<file path="src/rtl/instr_encoder_pkg.sv">
// Shared constants for the RV32I instruction encoder: request kind codes,
// base opcodes, funct fields and the encoder FSM state type.
package instr_encoder_pkg;

    localparam logic [4:0] K_ADD   = 5'd0;
    localparam logic [4:0] K_SUB   = 5'd1;
    localparam logic [4:0] K_AND   = 5'd2;
    localparam logic [4:0] K_OR    = 5'd3;
    localparam logic [4:0] K_XOR   = 5'd4;
    localparam logic [4:0] K_SLL   = 5'd5;
    localparam logic [4:0] K_SRL   = 5'd6;
    localparam logic [4:0] K_SRA   = 5'd7;
    localparam logic [4:0] K_SLT   = 5'd8;
    localparam logic [4:0] K_SLTU  = 5'd9;
    localparam logic [4:0] K_ADDI  = 5'd10;
    localparam logic [4:0] K_ANDI  = 5'd11;
    localparam logic [4:0] K_ORI   = 5'd12;
    localparam logic [4:0] K_XORI  = 5'd13;
    localparam logic [4:0] K_SLTI  = 5'd14;
    localparam logic [4:0] K_SLTIU = 5'd15;
    localparam logic [4:0] K_SLLI  = 5'd16;
    localparam logic [4:0] K_SRLI  = 5'd17;
    localparam logic [4:0] K_SRAI  = 5'd18;
    localparam logic [4:0] K_LW    = 5'd19;
    localparam logic [4:0] K_SW    = 5'd20;
    localparam logic [4:0] K_BEQ   = 5'd21;
    localparam logic [4:0] K_LUI   = 5'd22;
    localparam logic [4:0] K_JAL   = 5'd23;

    localparam logic [6:0] OP_R     = 7'b0110011;
    localparam logic [6:0] OP_IMM   = 7'b0010011;
    localparam logic [6:0] OP_LOAD  = 7'b0000011;
    localparam logic [6:0] OP_STORE = 7'b0100011;
    localparam logic [6:0] OP_BR    = 7'b1100011;
    localparam logic [6:0] OP_LUI   = 7'b0110111;
    localparam logic [6:0] OP_JAL   = 7'b1101111;

    localparam logic [2:0] F3_ADD  = 3'b000;
    localparam logic [2:0] F3_SLL  = 3'b001;
    localparam logic [2:0] F3_SLT  = 3'b010;
    localparam logic [2:0] F3_SLTU = 3'b011;
    localparam logic [2:0] F3_XOR  = 3'b100;
    localparam logic [2:0] F3_SR   = 3'b101;
    localparam logic [2:0] F3_OR   = 3'b110;
    localparam logic [2:0] F3_AND  = 3'b111;
    localparam logic [2:0] F3_LW   = 3'b010;
    localparam logic [2:0] F3_SW   = 3'b010;
    localparam logic [2:0] F3_BEQ  = 3'b000;

    localparam logic [6:0] F7_BASE = 7'h00;
    localparam logic [6:0] F7_ALT  = 7'h20;

    typedef enum logic [1:0] {
        S_IDLE = 2'd0,
        S_ENC  = 2'd1,
        S_WR   = 2'd2
    } state_e;

    // ALU funct3 shared by the register and immediate forms of an op.
    function automatic logic [2:0] kind_f3(input logic [4:0] kind);
        logic [2:0] f3;
        f3 = F3_ADD;
        case (kind)
            K_AND, K_ANDI:   f3 = F3_AND;
            K_OR, K_ORI:     f3 = F3_OR;
            K_XOR, K_XORI:   f3 = F3_XOR;
            K_SLL, K_SLLI:   f3 = F3_SLL;
            K_SRL, K_SRLI,
            K_SRA, K_SRAI:   f3 = F3_SR;
            K_SLT, K_SLTI:   f3 = F3_SLT;
            K_SLTU, K_SLTIU: f3 = F3_SLTU;
            default:         f3 = F3_ADD;
        endcase
        return f3;
    endfunction

endpackage

</file>
<file path="src/rtl/instr_encoder_pack.sv">
// Combinational RV32I packer: turns a symbolic request into a machine word
// and flags whether the immediate fits the chosen format.
module rv32i_pack
    import instr_encoder_pkg::*;
(
    input  logic [4:0]  kind,
    input  logic [4:0]  rd,
    input  logic [4:0]  rs1,
    input  logic [4:0]  rs2,
    input  logic [31:0] imm,
    output logic [31:0] word,
    output logic        legal
);

    logic       fits12;
    logic       fits13;
    logic       fits21;
    logic [2:0] f3;
    logic [6:0] f7;

    // A value fits N signed bits when all bits above N-1 equal the sign.
    assign fits12 = (&imm[31:11]) | ~(|imm[31:11]);
    assign fits13 = (&imm[31:12]) | ~(|imm[31:12]);
    assign fits21 = (&imm[31:20]) | ~(|imm[31:20]);

    assign f3 = kind_f3(kind);
    assign f7 = (kind == K_SUB || kind == K_SRA || kind == K_SRAI)
              ? F7_ALT : F7_BASE;

    always_comb begin
        word  = '0;
        legal = 1'b0;
        case (kind)
            K_ADD, K_SUB, K_AND, K_OR, K_XOR,
            K_SLL, K_SRL, K_SRA, K_SLT, K_SLTU: begin
                legal = 1'b1;
                word  = {f7, rs2, rs1, f3, rd, OP_R};
            end
            K_ADDI, K_ANDI, K_ORI, K_XORI, K_SLTI, K_SLTIU: begin
                legal = fits12;
                word  = {imm[11:0], rs1, f3, rd, OP_IMM};
            end
            K_SLLI, K_SRLI, K_SRAI: begin
                legal = ~(|imm[31:5]);
                word  = {f7, imm[4:0], rs1, f3, rd, OP_IMM};
            end
            K_LW: begin
                legal = fits12;
                word  = {imm[11:0], rs1, F3_LW, rd, OP_LOAD};
            end
            K_SW: begin
                legal = fits12;
                word  = {imm[11:5], rs2, rs1, F3_SW, imm[4:0], OP_STORE};
            end
            K_BEQ: begin
                legal = fits13 & ~imm[0];
                word  = {imm[12], imm[10:5], rs2, rs1, F3_BEQ,
                         imm[4:1], imm[11], OP_BR};
            end
            K_LUI: begin
                legal = ~(|imm[11:0]);
                word  = {imm[31:12], rd, OP_LUI};
            end
            K_JAL: begin
                legal = fits21 & ~imm[0];
                word  = {imm[20], imm[10:1], imm[11], imm[19:12], rd, OP_JAL};
            end
            default: begin
                legal = 1'b0;
                word  = '0;
            end
        endcase
    end

endmodule

</file>
<file path="src/rtl/instr_encoder.sv">
// Sequential instruction encoder: accepts a request, packs it, and writes
// the word to the next instruction-memory address (IDLE -> ENC -> WR).
module instr_encoder
    import instr_encoder_pkg::*;
#(
    parameter int ADDR_W    = 7,
    parameter int BASE_ADDR = 0
) (
    input  logic              clk,
    input  logic              rst,
    input  logic              req_valid,
    output logic              req_ready,
    input  logic [4:0]        req_kind,
    input  logic [4:0]        req_rd,
    input  logic [4:0]        req_rs1,
    input  logic [4:0]        req_rs2,
    input  logic [31:0]       req_imm,
    input  logic              flush,
    output logic              im_we,
    output logic [ADDR_W-1:0] im_addr,
    output logic [31:0]       im_wdata,
    output logic [ADDR_W:0]   count,
    output logic              full,
    output logic              err
);

    localparam int              CAP   = (1 << ADDR_W) - BASE_ADDR;
    localparam logic [ADDR_W-1:0] BASE = ADDR_W'(BASE_ADDR);
    localparam logic [ADDR_W:0]   CAP_W = (ADDR_W + 1)'(CAP);

    state_e              state_q, state_d;
    logic [ADDR_W-1:0]   wptr_q, wptr_d;
    logic [ADDR_W:0]     count_q, count_d;
    logic                err_q, err_d;
    logic [4:0]          kind_q, kind_d;
    logic [4:0]          rd_q, rd_d;
    logic [4:0]          rs1_q, rs1_d;
    logic [4:0]          rs2_q, rs2_d;
    logic [31:0]         imm_q, imm_d;
    logic                we_q, we_d;
    logic [ADDR_W-1:0]   addr_q, addr_d;
    logic [31:0]         wdata_q, wdata_d;
    logic [31:0]         pk_word;
    logic                pk_legal;

    rv32i_pack u_pack (
        .kind  (kind_q),
        .rd    (rd_q),
        .rs1   (rs1_q),
        .rs2   (rs2_q),
        .imm   (imm_q),
        .word  (pk_word),
        .legal (pk_legal)
    );

    assign full      = (count_q == CAP_W);
    assign req_ready = (state_q == S_IDLE) & ~full;

    always_comb begin
        state_d = state_q;
        wptr_d  = wptr_q;
        count_d = count_q;
        err_d   = err_q;
        kind_d  = kind_q;
        rd_d    = rd_q;
        rs1_d   = rs1_q;
        rs2_d   = rs2_q;
        imm_d   = imm_q;
        we_d    = 1'b0;
        addr_d  = addr_q;
        wdata_d = wdata_q;
        case (state_q)
            S_IDLE: begin
                if (req_valid && req_ready) begin
                    kind_d  = req_kind;
                    rd_d    = req_rd;
                    rs1_d   = req_rs1;
                    rs2_d   = req_rs2;
                    imm_d   = req_imm;
                    state_d = S_ENC;
                end
            end
            S_ENC: begin
                if (pk_legal) begin
                    we_d    = 1'b1;
                    addr_d  = wptr_q;
                    wdata_d = pk_word;
                    state_d = S_WR;
                end else begin
                    err_d   = 1'b1;
                    state_d = S_IDLE;
                end
            end
            S_WR: begin
                wptr_d  = wptr_q + ADDR_W'(1);
                count_d = count_q + (ADDR_W + 1)'(1);
                state_d = S_IDLE;
            end
            default: state_d = S_IDLE;
        endcase
        if (flush) begin
            state_d = S_IDLE;
            wptr_d  = BASE;
            count_d = '0;
            err_d   = 1'b0;
            we_d    = 1'b0;
        end
    end

    always_ff @(posedge clk or posedge rst) begin
        if (rst) begin
            state_q <= S_IDLE;
            wptr_q  <= BASE;
            count_q <= '0;
            err_q   <= 1'b0;
            kind_q  <= '0;
            rd_q    <= '0;
            rs1_q   <= '0;
            rs2_q   <= '0;
            imm_q   <= '0;
            we_q    <= 1'b0;
            addr_q  <= BASE;
            wdata_q <= '0;
        end else begin
            state_q <= state_d;
            wptr_q  <= wptr_d;
            count_q <= count_d;
            err_q   <= err_d;
            kind_q  <= kind_d;
            rd_q    <= rd_d;
            rs1_q   <= rs1_d;
            rs2_q   <= rs2_d;
            imm_q   <= imm_d;
            we_q    <= we_d;
            addr_q  <= addr_d;
            wdata_q <= wdata_d;
        end
    end

    // A flush landing in the write cycle cancels the strobe immediately.
    assign im_we    = we_q & ~flush;
    assign im_addr  = addr_q;
    assign im_wdata = wdata_q;
    assign count    = count_q;
    assign err      = err_q;

endmodule

</file>
<file path="config.mk">
export PLATFORM = sky130hd
export DESIGN_NAME = instr_encoder
export DESIGN_NICKNAME = d
export VERILOG_FILES = /design/src/rtl/instr_encoder_pkg.sv /design/src/rtl/instr_encoder_pack.sv /design/src/rtl/instr_encoder.sv
export SDC_FILE = /design/constraint.sdc
export NUM_CORES = 1
export LEC_CHECK = 0
export CORE_MARGIN = 1.5
export CORE_UTILIZATION = 51
export DETAILED_ROUTE_END_ITERATION = 10
export PLACE_DENSITY = 0.89
export SKIP_CTS_REPAIR_TIMING = 1
export SYNTH_ARGS = -nofsm -noshare
export SYNTH_HDL_FRONTEND = slang
export SYNTH_SLANG_ARGS = --single-unit
</file>
<file path="constraint.sdc">
create_clock -name clk -period 4 [get_ports clk]
set_clock_uncertainty 0.05 [all_clocks]
set_input_delay 0.8 -clock clk [delete_from_list [all_inputs] [get_ports clk]]
set_output_delay 0.8 -clock clk [all_outputs]
set_load 0.05 [all_outputs]
</file>
### After elaboration in Yosys (flattened, before gate mapping)

Memory sizes are Yosys's and may differ from the RTL's.
Index checks and enable logic that the tools add are counted.

| storage, ports and cells | value |
|---|---|
| bits in registers | 110 |
| bits in read-only memories | 96 |
| input bits | 56 |
| word-level logic and storage cells | 97 |
| memories kept | 1 |

| operators by class | value |
|---|---|
| add/subtract/negate cells | 2 |
| eq/ne operators | 28 |
| multiplexer cells | 17 |
| bitwise operators | 15 |
| reduce and logical (&&, ||, !) cells | 22 |

Memory list:

| name | words | width | read ports | clocked after Yosys merged registers in | write ports | RTL line | RTL |
|---|---|---|---|---|---|---|---|
| (no name shown) | 32 | 3 | 1 | 0 | 0 | instr_encoder_pkg.sv:63 | `case (kind)` |

Operators with widths:

| operator | count |
|---|---|
| one-hot mux 32 bit (8 select lines) | 1 |
| equality test 5 x 4 -> 1 bit (second input constant) | 8 |
| equality test 5 bit (second input constant) | 8 |
| OR reduction 27 bit | 1 |
| OR reduction 12 bit | 2 |
| AND reduction 21 bit | 1 |
| OR reduction 21 bit | 1 |
| equality test 5 x 3 -> 1 bit (second input constant) | 4 |
| AND reduction 20 bit | 1 |
| OR reduction 20 bit | 1 |
| 2-to-1 mux 8 bit | 2 |
| 2-to-1 mux 7 bit | 2 |
| AND reduction 12 bit | 1 |
| equality test 5 x 2 -> 1 bit (second input constant) | 2 |
| OR reduction 10 bit | 1 |
| adder 8 x 1 -> 8 bit (second input constant) | 1 |
| equality test 8 bit (second input constant) | 1 |
| inverter 1 bit | 8 |
| OR reduction 8 bit | 1 |
| adder 7 x 1 -> 7 bit (second input constant) | 1 |
| 2-to-1 mux 1 bit | 6 |
| 2-to-1 mux 2 bit | 3 |
| 2-to-1 mux 6 bit | 1 |
| one-hot mux 1 bit (6 select lines) | 1 |
| other kinds (16) | 25 |

### Depth between registers and ports, before layout

| depth | value |
|---|---|
| word-level depth | 8 |
| gate-level depth with buffers | 10 |
| gate-level depth less buffers | 8 |

### Modules after synthesis

A second synthesis with hierarchy kept.

| second synthesis, totals | value |
|---|---|
| cells, all modules | 436 |
| area, all modules | 5522.8 µm² |

By module, submodules not included:

| module | times used | cells an instance | area each (µm²) |
|---|---|---|---|
| instr_encoder | 1 | 290 | 4553.1 |
| rv32i_pack | 1 | 146 | 969.7 |

### Worst setup path after synthesis

OpenSTA, ideal clock, no wires.

| path | value |
|---|---|
| path kind | register -> register |
| from | reg count_q[0], in the netlist count[0] |
| to | reg imm_q[13] |
| setup time | 125 ps |
| data arrival time | 3589 ps |
| required time | 3825 ps |
| path slack | 237 ps |
| cell stages (with the launch flop) | 9 |
| buffers on the path | 1 |
| cells stage by stage | dfrtp_1 -> inv_1 -> ha_1 -> nor4b_1 -> and3_1 -> nor3_1 -> nand2_1 -> clkbuf_1 -> mux2_2 |

| between the ends | value |
|---|---|
| cells in the longest elaborated chain, start to end | 5 |

Ends and longest elaborated chain:

| what | RTL line | RTL |
|---|---|---|
| start: declaration | instr_encoder.sv:33 | `logic [ADDR_W:0] count_q, count_d;` |
| start signal: assignment | instr_encoder.sv:127 | `count_q <= count_d;` |
| equality test 8 bit | instr_encoder.sv:56 | `assign full = (count_q == CAP_W);` |
| net full | instr_encoder.sv:23 | `output logic full,` |
| inverter 1 bit | instr_encoder.sv:57 | `assign req_ready = (state_q == S_IDLE) & ~full;` |
| AND 1 bit | instr_encoder.sv:57 |  |
| net req_ready | instr_encoder.sv:12 | `output logic req_ready,` |
| logical AND 1 bit | instr_encoder.sv:74 | `if (req_valid && req_ready) begin` |
| AND reduction 2 bit (no line) | - |  |
| end signal: assignment | instr_encoder.sv:133 | `imm_q <= imm_d;` |
| end: declaration | instr_encoder.sv:39 | `logic [31:0] imm_q, imm_d;` |

The timed path passes the listed nets, and every way through them passes these cells.
A chain may end at the register's enable or synchronous reset.

### Worst setup path after layout

| path | value |
|---|---|
| from | reg kind_q[1] |
| to | reg wdata_q[3], in the netlist im_wdata[3] |

| between the ends | value |
|---|---|
| cells in the longest elaborated chain, start to end | 4 |
| elaborated cells between the ends (all ways) | 31 |
| classes of those cells | eq/ne (23); mux (2); reduce/logical (6) |

Ends and longest elaborated chain:

| what | RTL line | RTL |
|---|---|---|
| start: declaration | instr_encoder.sv:35 | `logic [4:0] kind_q, kind_d;` |
| start signal: assignment | instr_encoder.sv:129 | `kind_q <= kind_d;` |
| equality test 5 x 2 -> 1 bit, or another cell as far along | instr_encoder_pack.sv:33 | `case (kind)` |
| OR reduction 10 bit, or another cell as far along | instr_encoder_pack.sv:33 |  |
| one-hot mux 1 bit (6 select lines) | instr_encoder_pack.sv:33 |  |
| AND reduction 2 bit (no line) | - |  |
| end signal: assignment | instr_encoder.sv:136 | `wdata_q <= wdata_d;` |
| end: declaration | instr_encoder.sv:42 | `logic [31:0] wdata_q, wdata_d;` |

Several ways; a longest one is shown, not always the timed one.

==> flow_summary.ini <==
[status]
status = finished, final reports clean

[yosys]
synth_cell_type_count = 58
syn_inst = 433
synth_top_area_share_pct = 52.5
synth_area_leader_cell = dfrtp_1
netlist_area_mm2 = 0.00520
synth_fp_nets = 499
synth_edf_count = 0
synth_commonest_cells = dfrtp_1 (109), mux2_2 (52), nor2_1 (30)
synth_warnings = 0
avgSynthCellArea_um2 = 12.0
ys_seq_elements = 109
yosys-top-cells-area = dfrtp_1 (52%), mux2_2 (11%), o22a_1 (4.4%), a221o_1 (3.1%), ha_1 (2.4%)
seq_area_frac_synth_pct = 52.5
yosysMostFrequentCell = dfrtp_1
synth_ff_type = dfrtp_1
synth-async-reset-ratio_pct = 100

[detailed_routing]
viasPerCell = 6.10
detail_route.first_pass.iterations = 6
drc = 0
ant_nets = 0
drt_iter0_drc = 375
vias = 4082
avgRoutedWirePerCell_um = 19.0
drt-total-wl_um = 12700

[grt]
grt_start_max_net_pins = 58
grt_pass1_wl_um = 20700
antenna_found_initial = 0
grt_overflow = 0
grt_pass1_vias = 4148
track_usage_pct = 23.9

[power_and_ir_drop]
powerDensity_mw_per_mm2 = 566
leakage_nw = 2.69
p_total_w = 0.00371
irDropWorstVdd_mv = 0.425

[timing]
relSlewSlack_pct = 37.3
setup_viol = 0
period_needed_ns = 3.38
hold_violations = 0
drv_slew = 0
setup_tns_ns = 0
rsz0062_at_grt = false
holdWs_ns = 0.445
period_share_pct = 84.6
fmax_mhz = 296
tightest_slew_ns = 0.940

[clock_network]
cts_num_sinks = 109
htreeDepth = 3
cts_buffers = 9
clockBufferDepth = 2
cts_tree = yes
path_clk_slew_ns = 0.11
clk_latency_ns = 0.38
root_buffer = clkbuf_8

[floorplanning]
start_util_pct = 52.9
coreArea_mm2 = 0.00982
dieHeight_um = 104
dieArea_mm2 = 0.0108
ioPinCount = 107
fp-row-count = 36
die-width_um = 104

[setup_path]
r2r_cells = 8
cp-start-kind = flip-flop
crit_type = flip-flop to flip-flop
arrival_ns = 3.59
cp.required_ns = 4.21
crit_fanout = 28
crit_path_end_kind = flip-flop

[finish]
area_delta_synth_final_pct = 25.9
antenna_cells = 0
finalNetCount = 597
drive_above_1_share_pct = 15.3
finish.utilization_pct = 66.7
nFillCells = 753

[flow_run]
drv_cap = 0

[hold_path]
worstHoldPathCells = 1
min_path_type = flip-flop to flip-flop

[placed_design]
gp_congestion = 0.887
portBuffers = 106
place_hpwl_um = 9250
-- path summary, 6_finish.rpt --
kind | startpoint | endpoint | slack (ns)
max in group asynchronous | rst | imm_q[13] | 2.34
worst min-delay path | im_addr[4] | im_addr[4] | 0.45
min in group asynchronous | rst | count[1] | 0.85
worst min register to register | im_addr[4] | im_addr[4] | 0.45
worst max-delay path | kind_q[1] | im_wdata[3] | 0.62
worst max register to register | kind_q[1] | im_wdata[3] | 0.62
-- power by group --
group	total (W)	switching, W	internal, W
clock	0.000631	0.000391	0.000239
sequential	0.00155	0.000217	0.00133
combinational	0.00152	0.000918	0.000606
-- registers in the layout, indices dropped and copies added (netlist names) --
name,flops
im_wdata,31
count,8
imm_q,32
we_q,1
err,1
im_addr,7
rs1_q,5
wptr_q,7
rs2_q,5
kind_q,5
state_q,2
rd_q,5
-- routing by layer --
layer  GRT usage, %  part of all wire (%)  up-vias
li1               -                     -     1812
met1           30.0                    40     2043
met2           41.9                    51      197
met3           4.07                   6.5       30
met4           7.84                   2.1        0
met5              0                     0        -
-- placed cells by master (no fill, tap or decap), drive strengths merged, types with 4 or more instances in the layout --
| master | instances |
|---|---|
| ha | 10 |
| clkbuf | 10 |
| dfrtp | 109 |
| nand2 | 18 |
| nor2b | 4 |
| nor4 | 8 |
| a221o | 16 |
| mux2 | 63 |
| nor2 | 31 |
| nand3 | 6 |
| nand2b | 6 |
| a21oi | 12 |
| a222oi | 5 |
| inv | 12 |
| or3 | 5 |
| o22a | 26 |
| nor3 | 9 |
| buf | 7 |
| nand4 | 10 |
| xor2 | 9 |
| clkdlybuf4s50 | 106 |
| o21ai | 11 |
-- metrics by stage --
stage          cell area (um^2)  cells  setup WS (ns)
6_report                   6550    669          0.617
5_1_grt                    6550    669          0.431
4_1_cts                    6550    669          0.637
2_1_floorplan              5200    433          0.237
3_3_place_gp               6360    653          0.877
3_5_place_dp               6360    653          0.722
-- critical path, cell delays in order (launching register included) --
cell	delay, ns
dfrtp_1	0.51
ha_1	0.53
and4b_1	0.32
a21oi_1	0.07
a2bb2oi_1	0.18
nor3_2	0.29
o41a_1	0.51
buf_4	0.42
mux2_1	0.37
-- cells by family after synthesis --
family	count (synthesis)	synth area share [%]
mux	66	14.2
compound gates	92	14.3
simple gates	111	11.7
buf+inv	34	3.11
xor+xnor	11	1.85
fa+ha+maj	10	2.41
flops	109	52.5
-- final cells by class --
cell class	count	area (um^2)	share of cell area [%]
sequential	109	2730	41.7
multi-input combinational	290	2310	35.3
timing repair buffer	113	1130	17.2
tap	133	166	2.54
clock buffer	10	128	1.95
clock inverter	6	53.8	0.822
inverter	8	32.5	0.497
Note: power is estimated with default switching activity, not from simulation.
